**src/rtl/dp_sink_pkg.sv**
```systemverilog
// Shared types and default parameters for the DP sink AUX reply / HPD block.
package dp_sink_pkg;

    localparam int unsigned DEF_DATA_W       = 8;
    localparam int unsigned DEF_FIFO_DEPTH   = 16;
    localparam int unsigned DEF_HPD_IRQ_CYC  = 8;
    localparam int unsigned DEF_HPD_LONG_CYC = 32;

    typedef enum logic [1:0] {
        R_IDLE = 2'd0,
        R_SEND = 2'd1,
        R_CHK  = 2'd2,
        R_GAP  = 2'd3
    } reply_state_e;

    typedef enum logic [1:0] {
        H_DISC = 2'd0,
        H_CONN = 2'd1,
        H_IRQ  = 2'd2,
        H_HOLD = 2'd3
    } hpd_state_e;

endpackage

```
**src/rtl/dp_sink_sync_fifo.sv**
```systemverilog
// Single-clock reply byte FIFO with combinational head read.
// A push while full is accepted only when a pop happens in the same cycle.
module dp_sink_sync_fifo
    import dp_sink_pkg::*;
#(
    parameter int unsigned DATA_W     = DEF_DATA_W,
    parameter int unsigned FIFO_DEPTH = DEF_FIFO_DEPTH
) (
    input  logic                         clk,
    input  logic                         rst_n,
    input  logic                         push,
    input  logic [DATA_W-1:0]            wr_data,
    input  logic                         pop,
    output logic [DATA_W-1:0]            rd_data,
    output logic [$clog2(FIFO_DEPTH):0]  level,
    output logic                         full,
    output logic                         empty
);

    localparam int unsigned AW = $clog2(FIFO_DEPTH);
    localparam int unsigned LW = AW + 1;

    logic [DATA_W-1:0] mem [FIFO_DEPTH];
    logic [AW-1:0]     wr_ptr;
    logic [AW-1:0]     rd_ptr;
    logic [LW-1:0]     count;
    logic              do_push;
    logic              do_pop;

    assign do_pop  = pop && !empty;
    assign do_push = push && (!full || do_pop);

    // Pointer and occupancy tracking
    always_ff @(posedge clk) begin
        if (!rst_n) begin
            wr_ptr <= '0;
            rd_ptr <= '0;
            count  <= '0;
        end else begin
            if (do_push) wr_ptr <= wr_ptr + AW'(1);
            if (do_pop)  rd_ptr <= rd_ptr + AW'(1);
            if (do_push && !do_pop)      count <= count + LW'(1);
            else if (!do_push && do_pop) count <= count - LW'(1);
        end
    end

    // Storage array; contents need no reset
    always_ff @(posedge clk) begin
        if (do_push) mem[wr_ptr] <= wr_data;
    end

    assign rd_data = mem[rd_ptr];
    assign level   = count;
    assign full    = (count == LW'(FIFO_DEPTH));
    assign empty   = (count == '0);

endmodule

```
**src/rtl/dp_sink_aux_reply_hpd.sv**
```systemverilog
// DP sink AUX reply sequencer plus HPD line generator.
// Optional feature macro: DP_SINK_AUX_CHKSUM_EN appends an XOR checksum byte to each frame.
module dp_sink_aux_reply_hpd
    import dp_sink_pkg::*;
#(
    parameter int unsigned DATA_W       = DEF_DATA_W,
    parameter int unsigned FIFO_DEPTH   = DEF_FIFO_DEPTH,
    parameter int unsigned HPD_IRQ_CYC  = DEF_HPD_IRQ_CYC,
    parameter int unsigned HPD_LONG_CYC = DEF_HPD_LONG_CYC
) (
    input  logic                         clk,
    input  logic                         rst_n,
    input  logic                         wr_vld,
    input  logic [DATA_W-1:0]            wr_data,
    output logic                         wr_rdy,
    input  logic                         reply_go,
    input  logic [$clog2(FIFO_DEPTH):0]  reply_len,
    output logic [DATA_W-1:0]            AUX_IN_OUT,
    output logic                         PHY_START_STOP,
    input  logic                         hpd_connect,
    input  logic                         hpd_irq_req,
    output logic                         HPD_Signal,
    output logic                         busy,
    output logic [$clog2(FIFO_DEPTH):0]  fifo_level,
    output logic                         err_reject
);

    localparam int unsigned LW   = $clog2(FIFO_DEPTH) + 1;
    localparam int unsigned HMAX = (HPD_LONG_CYC > HPD_IRQ_CYC) ? HPD_LONG_CYC : HPD_IRQ_CYC;
    localparam int unsigned HW   = $clog2(HMAX + 1);

    logic [DATA_W-1:0] fifo_rd_data;
    logic              fifo_full;
    logic              fifo_empty;
    logic              pop_c;

    dp_sink_sync_fifo #(
        .DATA_W     (DATA_W),
        .FIFO_DEPTH (FIFO_DEPTH)
    ) u_fifo (
        .clk     (clk),
        .rst_n   (rst_n),
        .push    (wr_vld),
        .wr_data (wr_data),
        .pop     (pop_c),
        .rd_data (fifo_rd_data),
        .level   (fifo_level),
        .full    (fifo_full),
        .empty   (fifo_empty)
    );

    assign wr_rdy = !fifo_full;

    reply_state_e      r_state, r_state_nxt;
    logic [LW-1:0]     cnt, cnt_nxt;
    logic [DATA_W-1:0] aux_nxt;
    logic              phy_nxt, busy_nxt, err_nxt;
`ifdef DP_SINK_AUX_CHKSUM_EN
    logic [DATA_W-1:0] chk, chk_nxt;
`endif

    // Reply sequencer: next state, pop request and next registered outputs
    always_comb begin
        r_state_nxt = r_state;
        cnt_nxt     = cnt;
        aux_nxt     = '0;
        phy_nxt     = 1'b0;
        busy_nxt    = 1'b0;
        err_nxt     = 1'b0;
        pop_c       = 1'b0;
`ifdef DP_SINK_AUX_CHKSUM_EN
        chk_nxt     = chk;
`endif
        case (r_state)
            R_IDLE: begin
                if (reply_go) begin
                    if (reply_len != '0 && reply_len <= fifo_level && !fifo_empty) begin
                        pop_c       = 1'b1;
                        aux_nxt     = fifo_rd_data;
                        phy_nxt     = 1'b1;
                        busy_nxt    = 1'b1;
                        cnt_nxt     = reply_len - LW'(1);
                        r_state_nxt = R_SEND;
`ifdef DP_SINK_AUX_CHKSUM_EN
                        chk_nxt     = fifo_rd_data;
`endif
                    end else begin
                        err_nxt = 1'b1;
                    end
                end
            end
            R_SEND: begin
                busy_nxt = 1'b1;
                if (cnt != '0) begin
                    pop_c   = 1'b1;
                    aux_nxt = fifo_rd_data;
                    phy_nxt = 1'b1;
                    cnt_nxt = cnt - LW'(1);
`ifdef DP_SINK_AUX_CHKSUM_EN
                    chk_nxt = chk ^ fifo_rd_data;
`endif
                end else begin
`ifdef DP_SINK_AUX_CHKSUM_EN
                    aux_nxt     = chk;
                    phy_nxt     = 1'b1;
                    r_state_nxt = R_CHK;
`else
                    r_state_nxt = R_GAP;
`endif
                end
            end
            R_CHK: begin
                busy_nxt    = 1'b1;
                r_state_nxt = R_GAP;
            end
            R_GAP: begin
                r_state_nxt = R_IDLE;
            end
        endcase
    end

    // Reply sequencer state and output registers
    always_ff @(posedge clk) begin
        if (!rst_n) begin
            r_state        <= R_IDLE;
            cnt            <= '0;
            AUX_IN_OUT     <= '0;
            PHY_START_STOP <= 1'b0;
            busy           <= 1'b0;
            err_reject     <= 1'b0;
`ifdef DP_SINK_AUX_CHKSUM_EN
            chk            <= '0;
`endif
        end else begin
            r_state        <= r_state_nxt;
            cnt            <= cnt_nxt;
            AUX_IN_OUT     <= aux_nxt;
            PHY_START_STOP <= phy_nxt;
            busy           <= busy_nxt;
            err_reject     <= err_nxt;
`ifdef DP_SINK_AUX_CHKSUM_EN
            chk            <= chk_nxt;
`endif
        end
    end

    hpd_state_e    h_state, h_nxt;
    logic [HW-1:0] hcnt, hcnt_nxt;
    logic          hpd_nxt;

    // HPD generator: disconnect beats IRQ; IRQ and HOLD are fixed-length low windows
    always_comb begin
        h_nxt    = h_state;
        hcnt_nxt = hcnt;
        case (h_state)
            H_DISC: begin
                if (hpd_connect) h_nxt = H_CONN;
            end
            H_CONN: begin
                if (!hpd_connect) begin
                    h_nxt    = H_HOLD;
                    hcnt_nxt = HW'(HPD_LONG_CYC - 1);
                end else if (hpd_irq_req) begin
                    h_nxt    = H_IRQ;
                    hcnt_nxt = HW'(HPD_IRQ_CYC - 1);
                end
            end
            H_IRQ: begin
                if (hcnt == '0) begin
                    if (hpd_connect) begin
                        h_nxt = H_CONN;
                    end else begin
                        h_nxt    = H_HOLD;
                        hcnt_nxt = HW'(HPD_LONG_CYC - 1);
                    end
                end else begin
                    hcnt_nxt = hcnt - HW'(1);
                end
            end
            H_HOLD: begin
                if (hcnt == '0) h_nxt = H_DISC;
                else            hcnt_nxt = hcnt - HW'(1);
            end
        endcase
        hpd_nxt = (h_nxt == H_CONN);
    end

    // HPD state and output registers
    always_ff @(posedge clk) begin
        if (!rst_n) begin
            h_state    <= H_DISC;
            hcnt       <= '0;
            HPD_Signal <= 1'b0;
        end else begin
            h_state    <= h_nxt;
            hcnt       <= hcnt_nxt;
            HPD_Signal <= hpd_nxt;
        end
    end

endmodule
```
**config.mk**
```make
export PLATFORM = sky130hd
export DESIGN_NAME = dp_sink_aux_reply_hpd
export DESIGN_NICKNAME = d
export VERILOG_FILES = /design/src/rtl/dp_sink_pkg.sv /design/src/rtl/dp_sink_sync_fifo.sv /design/src/rtl/dp_sink_aux_reply_hpd.sv
export SDC_FILE = /design/constraint.sdc
export NUM_CORES = 1
export LEC_CHECK = 0
export ABC_AREA = 1
export CAP_MARGIN = 20
export CORE_MARGIN = 2
export CORE_UTILIZATION = 50
export CTS_BUF_LIST = sky130_fd_sc_hd__clkbuf_8
export DETAILED_ROUTE_END_ITERATION = 10
export PLACE_DENSITY_LB_ADDON = 0.1
export SLEW_MARGIN = 20
export SYNTH_ARGS = -nofsm -noshare
export SYNTH_HDL_FRONTEND = slang
export SYNTH_SLANG_ARGS = --single-unit
```
**constraint.sdc**
```tcl
create_clock -name clk -period 8.4 [get_ports clk]
set_input_delay 1.68 -clock clk [delete_from_list [all_inputs] [get_ports clk]]
set_output_delay 1.68 -clock clk [all_outputs]
set_load 0.01 [all_outputs]
```
==> results_dict.tcl <==
set metrics [dict create \
    synth-async-reset-ratio_pct 0 \
    netlist_area_um2 7350 \
    crit_fanout 7 \
    numCtsBuffers 17 \
    fin_setup_tns_ns 0 \
    cp.arrival_ns 4.84 \
    fin_util_pct 57.1 \
    layout_common_cells "edfxtp_1, nor2_1, o21ai_0" \
    drv_slew 0 \
    fin_ws_ns 3.89 \
    drt-total-wl_um 15800 \
    diodes 0 \
    finalClockSkew_ns 0.0108 \
    critical_path_buf_inv_count 3 \
    min_from "cnt[0]$_SDFFE_PN0P_" \
    dpl_worst_slack_ns 3.48 \
    status "finished, final reports clean" \
    cp-end-kind "flip-flop" \
    rsz0062_at_grt "false" \
    ff2ff_path_depth 20 \
    die_h_um 125 \
    crit_type "input port to flip-flop" \
    synth_cell_types 44 \
    cts_tree "yes" \
    r2r_slack_ns 5.10 \
    clk_latency_ns 0.44 \
    fillCellCount 1248 \
    power_density_nw_per_um2 273 \
    syn_to_final_growth_pct 12.1 \
    gp_congestion 0.833 \
    cp_cell_sequence "clkdlybuf4s50_1 > ha_1 > nand2_1 > nor2_1 > nand2_1 > nand2_1 > nand3_4 > nand3_4 > nand2_4 > inv_4 > ha_1 > inv_1 > ha_1 > a21oi_1 > o21a_1 > nor2_1 > nor2_1 > nand2_1 > o21ai_0 > a21oi_1" \
    hp-class "flip-flop to flip-flop" \
    cts-hold-fix-buffers 0 \
    synth_top_cell_by_area "edfxtp_1" \
    fin_crit_sh_pct 53.7 \
    clockPowerShare_pct 24.5 \
    clk_pin_slew_worst_paths_ns 0.08 \
    avgRoutedWirePerCell_um 17.8 \
    grt_first_pass_wirelength_um 25400 \
    p_seq_share_pct 45.6 \
    start_util_pct 51.0 \
    cts_resized 0 \
    avgSynthCellArea_um2 11.2 \
    htreeDepth 4 \
    max-slew-margin-rel_pct 29.9 \
    synth_cells 659 \
    die_x_um 125 \
    vias 4986 \
    p_int_mw 1.51 \
    r2r-start "u_fifo.level[3]$_SDFFE_PN0P_" \
    antenna_found_initial 0 \
    grt_pass1_vias 4948 \
    cpPeakStageDelay_ns 0.45 \
    drtPass1Iterations 4 \
    coreArea_um2 14400 \
    hold_viol 0 \
    p_sw_share_pct 33.0 \
    timing.fmax_ghz 0.222 \
    final_cell_count_no_fill 888 \
    clock-root-buffer "clkbuf_8" \
    switching_power_mw 0.741 \
    peakVddDrop_uv 146 \
    rr_endpoint "u_fifo.level[4]$_SDFFE_PN0P_" \
    clk_path_buf_depth 2 \
    min_to "cnt[0]$_SDFFE_PN0P_" \
    grt_usage_pct 20.8 \
    cp_data_required_time_ns 8.73 \
    design_area_um2 8240 \
    setup.worst_path.start_class "input port" \
    final_common_cell "edfxtp_1" \
    pin_count 37 \
    ys_seq_area_share_pct 64.3 \
    die_area_um2 15700 \
    syn-num-nets 700 \
    yosysTopAreaCellShare_pct 52.3 \
    drt_iter0_drc 482 \
    placed_cells 855 \
    grt_max_degree 66 \
    critPathLaunch "reply_len[4]" \
    remaining_drc_errors 0 \
    synth_edf_count 128 \
    vias_per_cell 5.61 \
    synth_flop_cell "edfxtp_1" \
    cts.sinks 172 \
    fin_crit_ns 4.51 \
    hpwlAfterDp_um 9710 \
    port_buffers 36 \
    synth.area.top_cells "edfxtp_1, dfxtp_1, nor2_1" \
    drtAntennaViolNets 0 \
    finalSetupViolations 0 \
    rows 44 \
    critical_path.most_common_cell "nand2_1" \
    p_leak_nw 2.92 \
    path_delay_family "simple AND/OR/NAND/NOR gates" \
    synth_seq_cells 172 \
    p_comb_share_pct 29.9 \
    overflow 0 \
    worstMarginPinSlew_ns 1.05 \
    dpl_cell_area_um2 7850 \
    hold_ws_ns 0.469 \
    hold_depth 2 \
    cp_slowest_cell "clkdlybuf4s50_1" \
    post_cts_buffers 0 \
    nets 732 \
    power.total_mw 2.25 \
    layout-drive-gt1-share_pct 8.66 \
    yosys_warnings 0 \
    max_cap_violations 0 \
]
==> cell type report <==
type	instances	area (um^2)	share of cell area (%)
Timing Repair Buffer	40	403	4.89
Clock buffer	19	262	3.17
Clock inverter	13	113	1.37
Inverter	46	180	2.19
Multi-Input combinational cell	414	2330	28.3
Tap cell	184	230	2.79
Sequential cell	172	4730	57.3
==> power groups by stage <==
stage | registers [mW] | logic (mW) | clock network (mW)
after floorplan | 1.05 | 0.470 | 0
after global placement | 1.04 | 0.653 | 0
after detailed placement | 1.04 | 0.669 | 0
after CTS | 1.03 | 0.673 | 0.562
after global routing | 1.03 | 0.760 | 0.595
final | 1.03 | 0.673 | 0.550
==> cells by family (layout without fill, tap and decap cells) <==
group / Yosys count / after routing / synth area share (%)
fa+ha+maj: 22 / 22 / 3.85
flops: 172 / 172 / 64.3
mux: 1 / 1 / 0.136
xor+xnor: 10 / 10 / 1.19
compound gates: 161 / 161 / 13.3
buf+inv: 73 / 118 / 4.03
simple gates: 220 / 220 / 13.2
==> worst min-delay path, cell delays in order (launching register included) <==
cell     delay [ns]
dfxtp_1        0.32
nand2_1        0.06
a21oi_1        0.05
==> metal layers <==
layer  track usage [%]  wire [um]  share of wire, %
met5                 0          0                 0
met4              8.56        267               1.7
met3              3.47        588               3.7
met2              35.5       7970                50
met1              26.4       6980                44
==> how the worst max path moves through the flow <==
stage,slack (ns),depth (start not counted),end
after floorplan,4.34,20,u_fifo.level[4]$_SDFFE_PN0P_
after global placement,3.70,21,u_fifo.level[4]$_SDFFE_PN0P_
after detailed placement,3.48,21,u_fifo.level[4]$_SDFFE_PN0P_
after CTS,3.98,21,u_fifo.level[4]$_SDFFE_PN0P_
after global routing,3.78,20,u_fifo.level[4]$_SDFFE_PN0P_
final,3.89,20,u_fifo.level[4]$_SDFFE_PN0P_
==> registers in the layout (all words and copies together), names as in the netlist, named ones only <==
| register | count |
|---|---|
| AUX_IN_OUT | 8 |
| HPD_Signal | 1 |
| PHY_START_STOP | 1 |
| busy | 1 |
| cnt | 5 |
| err_reject | 1 |
| h_state | 2 |
| hcnt | 6 |
| r_state | 2 |
| u_fifo.level | 5 |
| u_fifo.mem | 128 |
| u_fifo.rd_ptr | 4 |
| u_fifo.wr_ptr | 4 |
==> cells in the mapped netlist (2+ instances only) <==
master / number
o211ai_1: 10
inv_2: 5
nand2_2: 6
nand3_4: 2
nor3_1: 2
ha_1: 21
nand2_1: 59
o221ai_1: 22
a21oi_1: 30
nand3_1: 26
o21ai_2: 2
o21ai_1: 9
nand2_4: 3
inv_1: 39
dfxtp_1: 44
o21ai_0: 69
buf_2: 9
edfxtp_1: 128
o22ai_1: 10
clkbuf_1: 16
nor2_2: 2
nand4_1: 2
a211oi_1: 2
xnor2_1: 3
xor2_1: 7
nor2_1: 113
Power figures use the tool's default switching activity.
